File: src/rtl/ahb_copy_engine.sv
// AHB-lite manager performing memory-to-memory element copies on a valid/ready command.
// Constant-fill mode is compiled in only when AHB_COPY_ENGINE_FILL_EN is defined.
`timescale 1ns/1ps
module ahb_copy_engine #(
  parameter int W_ADDR  = 32,
  parameter int W_DATA  = 32,
  parameter int W_COUNT = 16
) (
  input  logic               clk,
  input  logic               rst_n,
  input  logic               cmd_valid,
  output logic               cmd_ready,
  input  logic [W_ADDR-1:0]  cmd_src,
  input  logic [W_ADDR-1:0]  cmd_dst,
  input  logic [W_COUNT-1:0] cmd_count,
  input  logic [1:0]         cmd_size,
  input  logic               cmd_fill,
  output logic               done,
  output logic               err,
  input  logic               ahblm_hready,
  input  logic               ahblm_hresp,
  output logic [W_ADDR-1:0]  ahblm_haddr,
  output logic               ahblm_hwrite,
  output logic [1:0]         ahblm_htrans,
  output logic [2:0]         ahblm_hsize,
  output logic [2:0]         ahblm_hburst,
  output logic [3:0]         ahblm_hprot,
  output logic               ahblm_hmastlock,
  output logic [W_DATA-1:0]  ahblm_hwdata,
  input  logic [W_DATA-1:0]  ahblm_hrdata
);

  localparam logic [1:0] HTRANS_IDLE = 2'b00;
  localparam logic [1:0] HTRANS_NSEQ = 2'b10;

  typedef enum logic [2:0] {
    S_IDLE,
    S_READ,
    S_WRITE,
    S_DRAIN,
    S_ABORT
  } state_t;

  state_t             state, state_nxt;
  logic [W_ADDR-1:0]  src_addr, dst_addr, addr_inc;
  logic [W_COUNT-1:0] remaining;
  logic [1:0]         size, cmd_size_n;
  logic [W_DATA-1:0]  wbuf;
  logic               fill_cmd, fill_mode;
  logic               accept, bus_err, last_elem;

  function automatic logic [W_ADDR-1:0] align(input logic [W_ADDR-1:0] a, input logic [1:0] sz);
    case (sz)
      2'd0:    return a;
      2'd1:    return {a[W_ADDR-1:1], 1'b0};
      default: return {a[W_ADDR-1:2], 2'b00};
    endcase
  endfunction

  // Pick the element from its byte lane and replicate it across the whole bus.
  function automatic logic [W_DATA-1:0] spread(input logic [W_DATA-1:0] word,
                                               input logic [1:0] lane, input logic [1:0] sz);
    logic [7:0]  b;
    logic [15:0] h;
    b = word[{lane, 3'b000} +: 8];
    h = lane[1] ? word[31:16] : word[15:0];
    case (sz)
      2'd0:    return {4{b}};
      2'd1:    return {2{h}};
      default: return word;
    endcase
  endfunction

`ifdef AHB_COPY_ENGINE_FILL_EN
  logic fill_q;
  assign fill_cmd  = cmd_fill;
  assign fill_mode = fill_q;
  always_ff @(posedge clk or negedge rst_n) begin
    if (!rst_n)      fill_q <= 1'b0;
    else if (accept) fill_q <= cmd_fill;
  end
`else
  logic unused_fill;
  assign unused_fill = cmd_fill;
  assign fill_cmd    = 1'b0;
  assign fill_mode   = 1'b0;
`endif

  assign cmd_ready  = (state == S_IDLE);
  assign accept     = cmd_valid && cmd_ready;
  assign bus_err    = ahblm_hresp && !ahblm_hready;
  assign last_elem  = (remaining == W_COUNT'(1));
  assign cmd_size_n = (cmd_size == 2'd3) ? 2'd2 : cmd_size;
  assign addr_inc   = W_ADDR'(1) << size;

  // NOTE: sequential state uses non-blocking assignments so every flop samples pre-edge values.
  always_ff @(posedge clk or negedge rst_n) begin
    if (!rst_n) state <= S_IDLE;
    else        state <= state_nxt;
  end

  always_comb begin
    // NOTE: default assigned first so no path leaves state_nxt unassigned and infers a latch.
    state_nxt = state;
    case (state)
      S_IDLE:
        if (accept && cmd_count != '0) state_nxt = fill_cmd ? S_WRITE : S_READ;
      S_READ:
        if (bus_err)           state_nxt = S_ABORT;
        else if (ahblm_hready) state_nxt = S_WRITE;
      S_WRITE:
        if (bus_err)           state_nxt = S_ABORT;
        else if (ahblm_hready) state_nxt = last_elem ? S_DRAIN : (fill_mode ? S_WRITE : S_READ);
      S_DRAIN:
        if (bus_err)           state_nxt = S_ABORT;
        else if (ahblm_hready) state_nxt = S_IDLE;
      S_ABORT:
        if (ahblm_hready)      state_nxt = S_IDLE;
      default:                 state_nxt = S_IDLE;
    endcase
  end

  // Addresses and count advance once the write address phase is accepted.
  always_ff @(posedge clk or negedge rst_n) begin
    if (!rst_n) begin
      src_addr  <= '0;
      dst_addr  <= '0;
      remaining <= '0;
      size      <= 2'd0;
      // NOTE: the data buffer is reset too, since hwdata must read zero out of reset.
      wbuf      <= '0;
    end else if (accept) begin
      size      <= cmd_size_n;
      src_addr  <= fill_cmd ? cmd_src : align(cmd_src, cmd_size_n);
      dst_addr  <= align(cmd_dst, cmd_size_n);
      remaining <= cmd_count;
      if (fill_cmd) wbuf <= spread(W_DATA'(cmd_src), 2'b00, cmd_size_n);
    end else if (state == S_WRITE && ahblm_hready) begin
      dst_addr  <= dst_addr + addr_inc;
      remaining <= remaining - W_COUNT'(1);
      if (!fill_mode) begin
        wbuf     <= spread(ahblm_hrdata, src_addr[1:0], size);
        src_addr <= src_addr + addr_inc;
      end
    end
  end

  always_ff @(posedge clk or negedge rst_n) begin
    if (!rst_n) begin
      done <= 1'b0;
      err  <= 1'b0;
    end else begin
      done <= (accept && cmd_count == '0) ||
              (ahblm_hready && (state == S_DRAIN || state == S_ABORT));
      err  <= ahblm_hready && (state == S_ABORT);
    end
  end

  assign ahblm_htrans    = (state == S_READ || state == S_WRITE) ? HTRANS_NSEQ : HTRANS_IDLE;
  assign ahblm_hwrite    = (state == S_WRITE);
  assign ahblm_haddr     = (state == S_READ)  ? src_addr :
                           (state == S_WRITE) ? dst_addr : '0;
  assign ahblm_hsize     = {1'b0, size};
  assign ahblm_hburst    = 3'b000;
  assign ahblm_hprot     = 4'b0011;
  assign ahblm_hmastlock = 1'b0;
  assign ahblm_hwdata    = wbuf;

endmodule

File: config.mk
export PLATFORM = sky130hd
export DESIGN_NAME = ahb_copy_engine
export DESIGN_NICKNAME = d
export VERILOG_FILES = /design/src/rtl/ahb_copy_engine.sv
export SDC_FILE = /design/constraint.sdc
export NUM_CORES = 1
export LEC_CHECK = 0
export ABC_AREA = 1
export ABC_CLOCK_PERIOD_IN_PS = 2790
export BUFFER_PORTS_ARGS = -buffer_cell sky130_fd_sc_hd__buf_4
export CELL_PAD_IN_SITES_DETAIL_PLACEMENT = 0
export CELL_PAD_IN_SITES_GLOBAL_PLACEMENT = 1
export CORE_UTILIZATION = 39
export CTS_BUF_LIST = sky130_fd_sc_hd__clkbuf_4 sky130_fd_sc_hd__clkbuf_8
export DETAILED_ROUTE_END_ITERATION = 8
export GPL_ROUTABILITY_DRIVEN = 0
export GPL_TIMING_DRIVEN = 0
export PLACE_DENSITY = 0.85
export SYNTH_ARGS = -nofsm -noshare
export SYNTH_HDL_FRONTEND = slang
export SYNTH_SLANG_ARGS = --single-unit
File: constraint.sdc
create_clock -name clk -period 2.79 [get_ports clk]
set_input_delay 0.4185 -clock clk [delete_from_list [all_inputs] [get_ports clk]]
set_output_delay 0.4185 -clock clk [all_outputs]
set_load 0.02 [all_outputs]
* After elaboration in Yosys (flattened, before gate mapping) *
Index checks and enable logic that the tools add are counted.

storage, ports and cells
  register bits after elaboration = 119
  bits in latches = 0
  bits in writable memories = 0
  bits in read-only memories = 0
  input bits = 120
  output and inout bits = 81
  memories = 0

operators by class
  add/sub/neg operators = 3
  multipliers = 0
  divide/modulo/power cells = 0
  order comparisons = 0
  eq/ne operators = 11
  shifts and indexed selects = 2
  muxes and demuxes = 23
  bitwise operators = 1
  reduce and logical (&&, ||, !) cells = 19

operators by type and width
  kind                   count
  $mux 32                6
  $add 32x32->32         2
  $pmux 32 s2            1
  $mux 16                3
  $shiftx 32x6->8        1
  $shl 1x2->32 const A   1
  $mux 3                 7
  $eq 16x1->1 const B    1
  $logic_not 16->1       1
  $reduce_bool 16->1     1
  $sub 16x1->16 const B  1
  $pmux 3 s5             1
  $pmux 2 s2             2
  $logic_and 1x1->1      7
  $eq 3x2->1 const B     2
  $mux 2                 3
  $eq 2x1->1 const B     2
  $logic_not 2->1        2
  $eq 3x1->1 const B     1
  $eq 3x3->1 const B     1
  $logic_not 3->1        1
  $logic_or 1x1->1       3
  $ne 3x2->1 const B     1
  $ne 3x3->1 const B     1
  7 further kinds        7

* Logic depth before layout (Yosys ltp) *
  depth after elaboration = 5
  depth in mapped cells = 17

* Worst setup path after synthesis *
OpenSTA, ideal clock, no wires.

  kind = reg2reg
  start point = reg size[1]
  end point = reg src_addr[16]
  setup time = 117 ps
  arrival = 2310 ps
  data required time = 2673 ps
  slack = 364 ps
  cell stages (with the launch flop) = 14
  buffers on the path = 1
  cells stage by stage = dfrtp_1 > buf_4 > nor2_1 > ha_1 > ha_1 > inv_1 > nand2_1 > nand3_1 > o21bai_2 > nand2_1 > o21ai_0 > nand2_1 > nand2_1 > nand2_1

between the ends
  longest elaborated chain between the ends = 4

RTL lines
  item                    RTL line  RTL
  from (decl)             47        logic [1:0] size, cmd_size_n;
  from (signal assigned)  133       size <= cmd_size_n;
  $shl 1x2->32            94        assign addr_inc = W_ADDR'(1) << size;
  $add 32x32->32          143       src_addr <= src_addr + addr_inc;
  $mux 32                 138       end else if (state == S_WRITE && ahblm_hready) begin
  $mux 32                 132       end else if (accept) begin
  to (signal assigned)    134       src_addr <= fill_cmd ? cmd_src : align(cmd_src, cmd_size_n);
  to (signal assigned)    143
  to (decl)               45        logic [W_ADDR-1:0] src_addr, dst_addr, addr_inc;

Every way passes these cells. The select of a mux whose other input is x is not followed.
A chain may end at the register's enable or synchronous reset.

* Worst setup path after layout *
  start point = reg size[1]
  end point = reg dst_addr[6]

between the ends
  longest elaborated chain between the ends = 4

RTL lines
  item                  RTL line  RTL
  $shl 1x2->32          94
  $add 32x32->32        139       dst_addr <= dst_addr + addr_inc;
  $mux 32               138
  $mux 32               132
  to (signal assigned)  135       dst_addr <= align(cmd_dst, cmd_size_n);
  to (signal assigned)  139
  to (decl)             45

Every way passes these cells. The select of a mux whose other input is x is not followed.

==> results.md <==
- Async S/R FF share, synth: 1.00
- Final Critical Period: 2.60 ns
- IO buf count: 189
- Multi-input gate area: 0.00457 mm^2
- Pwr dens: 1120 mW/mm^2
- Die area: 0.0226 mm^2
- Biggest area consumer among synthesized cells: dfrtp_1
- Yosys reg bits: 119
- Hpwl dp: 24900 um
- Initial Utilization: 0.403
- Die height: 150 um
- Clock buffer depth: 2
- Ports: 201
- Filler Cell Count: 2185
- Final Power: 0.0122 W
- FF-to-FF End: dst_addr[6]
- Primary FF master, synth: dfrtp_1
- GRT Total Usage: 0.292
- Worst path slowest cell: dfrtp_2
- Synth Area per Inst: 6.59 um^2
- Final Instance Count excl. Fillers: 1808
- Top Usage Layer GRT: met2
- Crit. End Element: flip-flop
- Cell variety after synth: 42
- Post-Route WL: 32200 um
- Leak: 5.42 nW
- Status: finished clean
- Critical-path cell list: buf_6, clkbuf_4, nand2_1, inv_1, ha_1, inv_1, o21bai_1, o21bai_2, buf_4, nand2_1, o21ai_0, o21bai_1
- Synthesis warning total: 0
- Antenna Nets Post-Route: 0
- Largest family of logic cells by synthesized area: simple AND/OR/NAND/NOR gates
- CTS tree: done
- Grt ovf: 0
- Critical path required time: 3.14 ns
- CTS clk-pin slew, worst paths: 0.08 ns
- CP peak stage delay: 0.47 ns
- Grt met2 use: 0.467
- Share of the yosys chip area belonging to registers: 0.347
- Worst hold endpoint: state[2]
- Hold Fails Final Rpt: 0
- Total of max-cap violations: 0
- 1st-iter DRT viols: 896
- R2R Path Start: size[1]
- DR WL/cell: 17.8 um
- Reg2reg setup slack: 0.19 ns
- Total number of vias: 9609
- Layout cells sized above 1: 0.190
- Synth Area in Adders: 0.0117
- Final setup fails: 0
- Vias per inst: 5.31
- Fin crit share: 0.932
- Cells on Worst Hold Path: 2
- Initial DRT Pass Iterations: 5
- Root buf cell: clkbuf_8
- WP data arrival: 2.95 ns
- Post-synth EDFFs: 0
- Synthesized area: 0.00858 mm^2
- Setup Crit Path Kind: flip-flop to flip-flop
- Number of slew-limit violations in the final report: 0
- Multiplexer area fraction after synthesis: 0
- Post-Synth XOR/XNOR Area: 0.0255
- Met1 Usage GRT: 0.400
- Max_slew headroom: 0.469
- Complex-gate fraction of the synthesized area: 0.160
- Worst-Margin Slew: 0.796 ns
- Wire length of the first global-routing pass: 49300 um
- DP Cell Count: 1775
- Pre-CTS setup slack: -0.257 ns
- Hold Path Class: input pin to flip-flop
- H-tree levels: 4
- Nets: 1648
- Clock buffer count from CTS: 17
- Core Area: 0.0213 mm^2
- Util after Layout: 0.511
- Cells on worst reg2reg path: 12
- Die X: 150 um
- Synth top area cells: dfrtp_1 (35%), nand2_1 (18%), inv_1 (8.5%)
- Largest net degree at the start of global routing: 63
- Synth Instances: 1302
- Register Area: 0.00298 mm^2
- Post-synthesis simple-gate area fraction: 0.329
- Initial antenna violation count: 0
- Num Clock Sinks: 119
- Vias in the first global route: 8941
- CP Launch Type: flip-flop
- N_diodes: 0
- Worst-Skew Late Latency: 0.46 ns
- Clock Skew: 0.0150 ns
- Crit Path Max Fanout: 10
- Worst Slack Setup Final: 0.189 ns
- Area growth syn-to-layout: 26.8%
- Top cell type's share of synthesized area: 0.347
- RSZ-0062 raised after global routing: no
- Hold wc startpoint: ahblm_hready
- Grt met3 use: 0.0400
- Row cnt: 53
- Peak VDD IR: 0.000427 V
- DRC violations left: 0
- F_max: 0.384 GHz
==> power breakdown <==
| part | internal, W | switching [W] |
|---|---|---|
| registers | 0.00259 | 0.000824 |
| clock network | 0.000966 | 0.000806 |
| logic | 0.00245 | 0.00458 |
| total | 0.00600 | 0.00621 |
==> layout by cell type (no fill, tap or decap), types with 3 or more instances in the layout <==
cell / synthesis / routed
clkbuf_8: 0 / 20
buf_2: 19 / 19
buf_1: 7 / 6
clkinv_2: 0 / 3
o21bai_1: 13 / 12
inv_1: 194 / 194
o22ai_1: 64 / 64
nor3_1: 32 / 32
nand3_1: 101 / 101
nand4_1: 25 / 25
dfrtp_1: 119 / 118
xor2_1: 23 / 23
o21ai_1: 12 / 12
bufinv_16: 0 / 3
nand2_2: 8 / 9
inv_2: 7 / 8
a21oi_1: 14 / 14
ha_1: 8 / 8
conb_1: 2 / 10
clkbuf_1: 15 / 15
buf_6: 1 / 3
o221ai_1: 3 / 3
nor3b_1: 4 / 4
o21ai_0: 76 / 76
buf_4: 16 / 203
nor2_1: 67 / 65
nor4_1: 10 / 10
o211ai_1: 32 / 32
nand2_1: 407 / 406
==> how the worst max path moves through the flow <==
| stage | startpoint | to | slack (ns) | cells after the start |
|---|---|---|---|---|
| floorplan | size[1] | src_addr[16] | 0.36 | 13 |
| global placement | size[1] | src_addr[16] | -0.21 | 13 |
| detailed placement | size[1] | src_addr[16] | -0.26 | 13 |
| CTS | state[0] | ahblm_haddr[6] | 0.009 | 6 |
| global route | size[1] | dst_addr[25] | 0.03 | 15 |
| finish | size[1] | dst_addr[6] | 0.19 | 12 |
==> per-layer routing <==
metal	wire, um	vias to the layer above	share of wire
met2	14900	325	0.46
met5	0	-	0
met1	14700	4564	0.46
met3	1740	41	0.054
li1	-	4679	-
met4	826	0	0.026
==> flip-flops by register name (all words and copies together), names as in the netlist <==
signal / cells
ahblm_hwdata: 32
dst_addr: 32
src_addr: 32
remaining: 16
state: 3
size: 2
done: 1
err: 1
==> layout make-up <==
class,count,area share
flip-flops and latches,119,0.274
clock inverters,11,0.0135
well taps,275,0.0316
clock buffers,21,0.0260
inverters,204,0.0709
plain buffers,58,0.0291
repair buffers,191,0.134
multi-input cells,929,0.421
==> critical path, delay by kind of cell, from the launching register on <==
kind	cells	cell delay [ns]
compound gates	4	0.69
fa+ha+maj	1	0.38
buf+inv	5	0.78
flops	1	0.47
simple gates	2	0.16
==> logic make-up (layout without fill, tap and decap cells) <==
family          Yosys count  count (layout)
compound gates          225             225
xor+xnor                 25              25
fa+ha+maj                 8               8
buf+inv                 262             485
flops                   119             119
other cells               2              10
simple gates            661             661
==> Yosys cell counts (all sizes together) (10+ instances only) <==
library cell / instances
nand2: 415
inv: 202
dfrtp: 119
nand3: 102
o21ai: 90
nor2: 69
o22ai: 64
buf: 43
nor3: 34
o211ai: 32
nand4: 25
xor2: 23
clkbuf: 15
o21bai: 15
a21oi: 14
nor4: 10
==> through the flow <==
step / instance area (um^2) / hold WS (ns) / TNS, ns
2_1_floorplan: 8610 / 0.123 / 0
3_3_place_gp: 10400 / 0.481 / -2.74
3_5_place_dp: 10400 / 0.441 / -3.58
4_1_cts: 10800 / 0.127 / 0
5_1_grt: 10900 / 0.136 / 0
6_report: 10900 / 0.148 / 0
==> repair_timing <==
| action | 4_1_cts | 5_1_grt |
|---|---|---|
| buffers inserted | 0 | 0 |
| setup endpoints to repair | 34 | 34 |
| endpoints found under the hold margin | 57 | 0 |
| hold buffers | 1 | 0 |
| cloned | 0 | 0 |
| gates resized for setup | 3 | 8 |
| pin swaps | 0 | 0 |
Note: power is estimated with default switching activity, not from simulation.
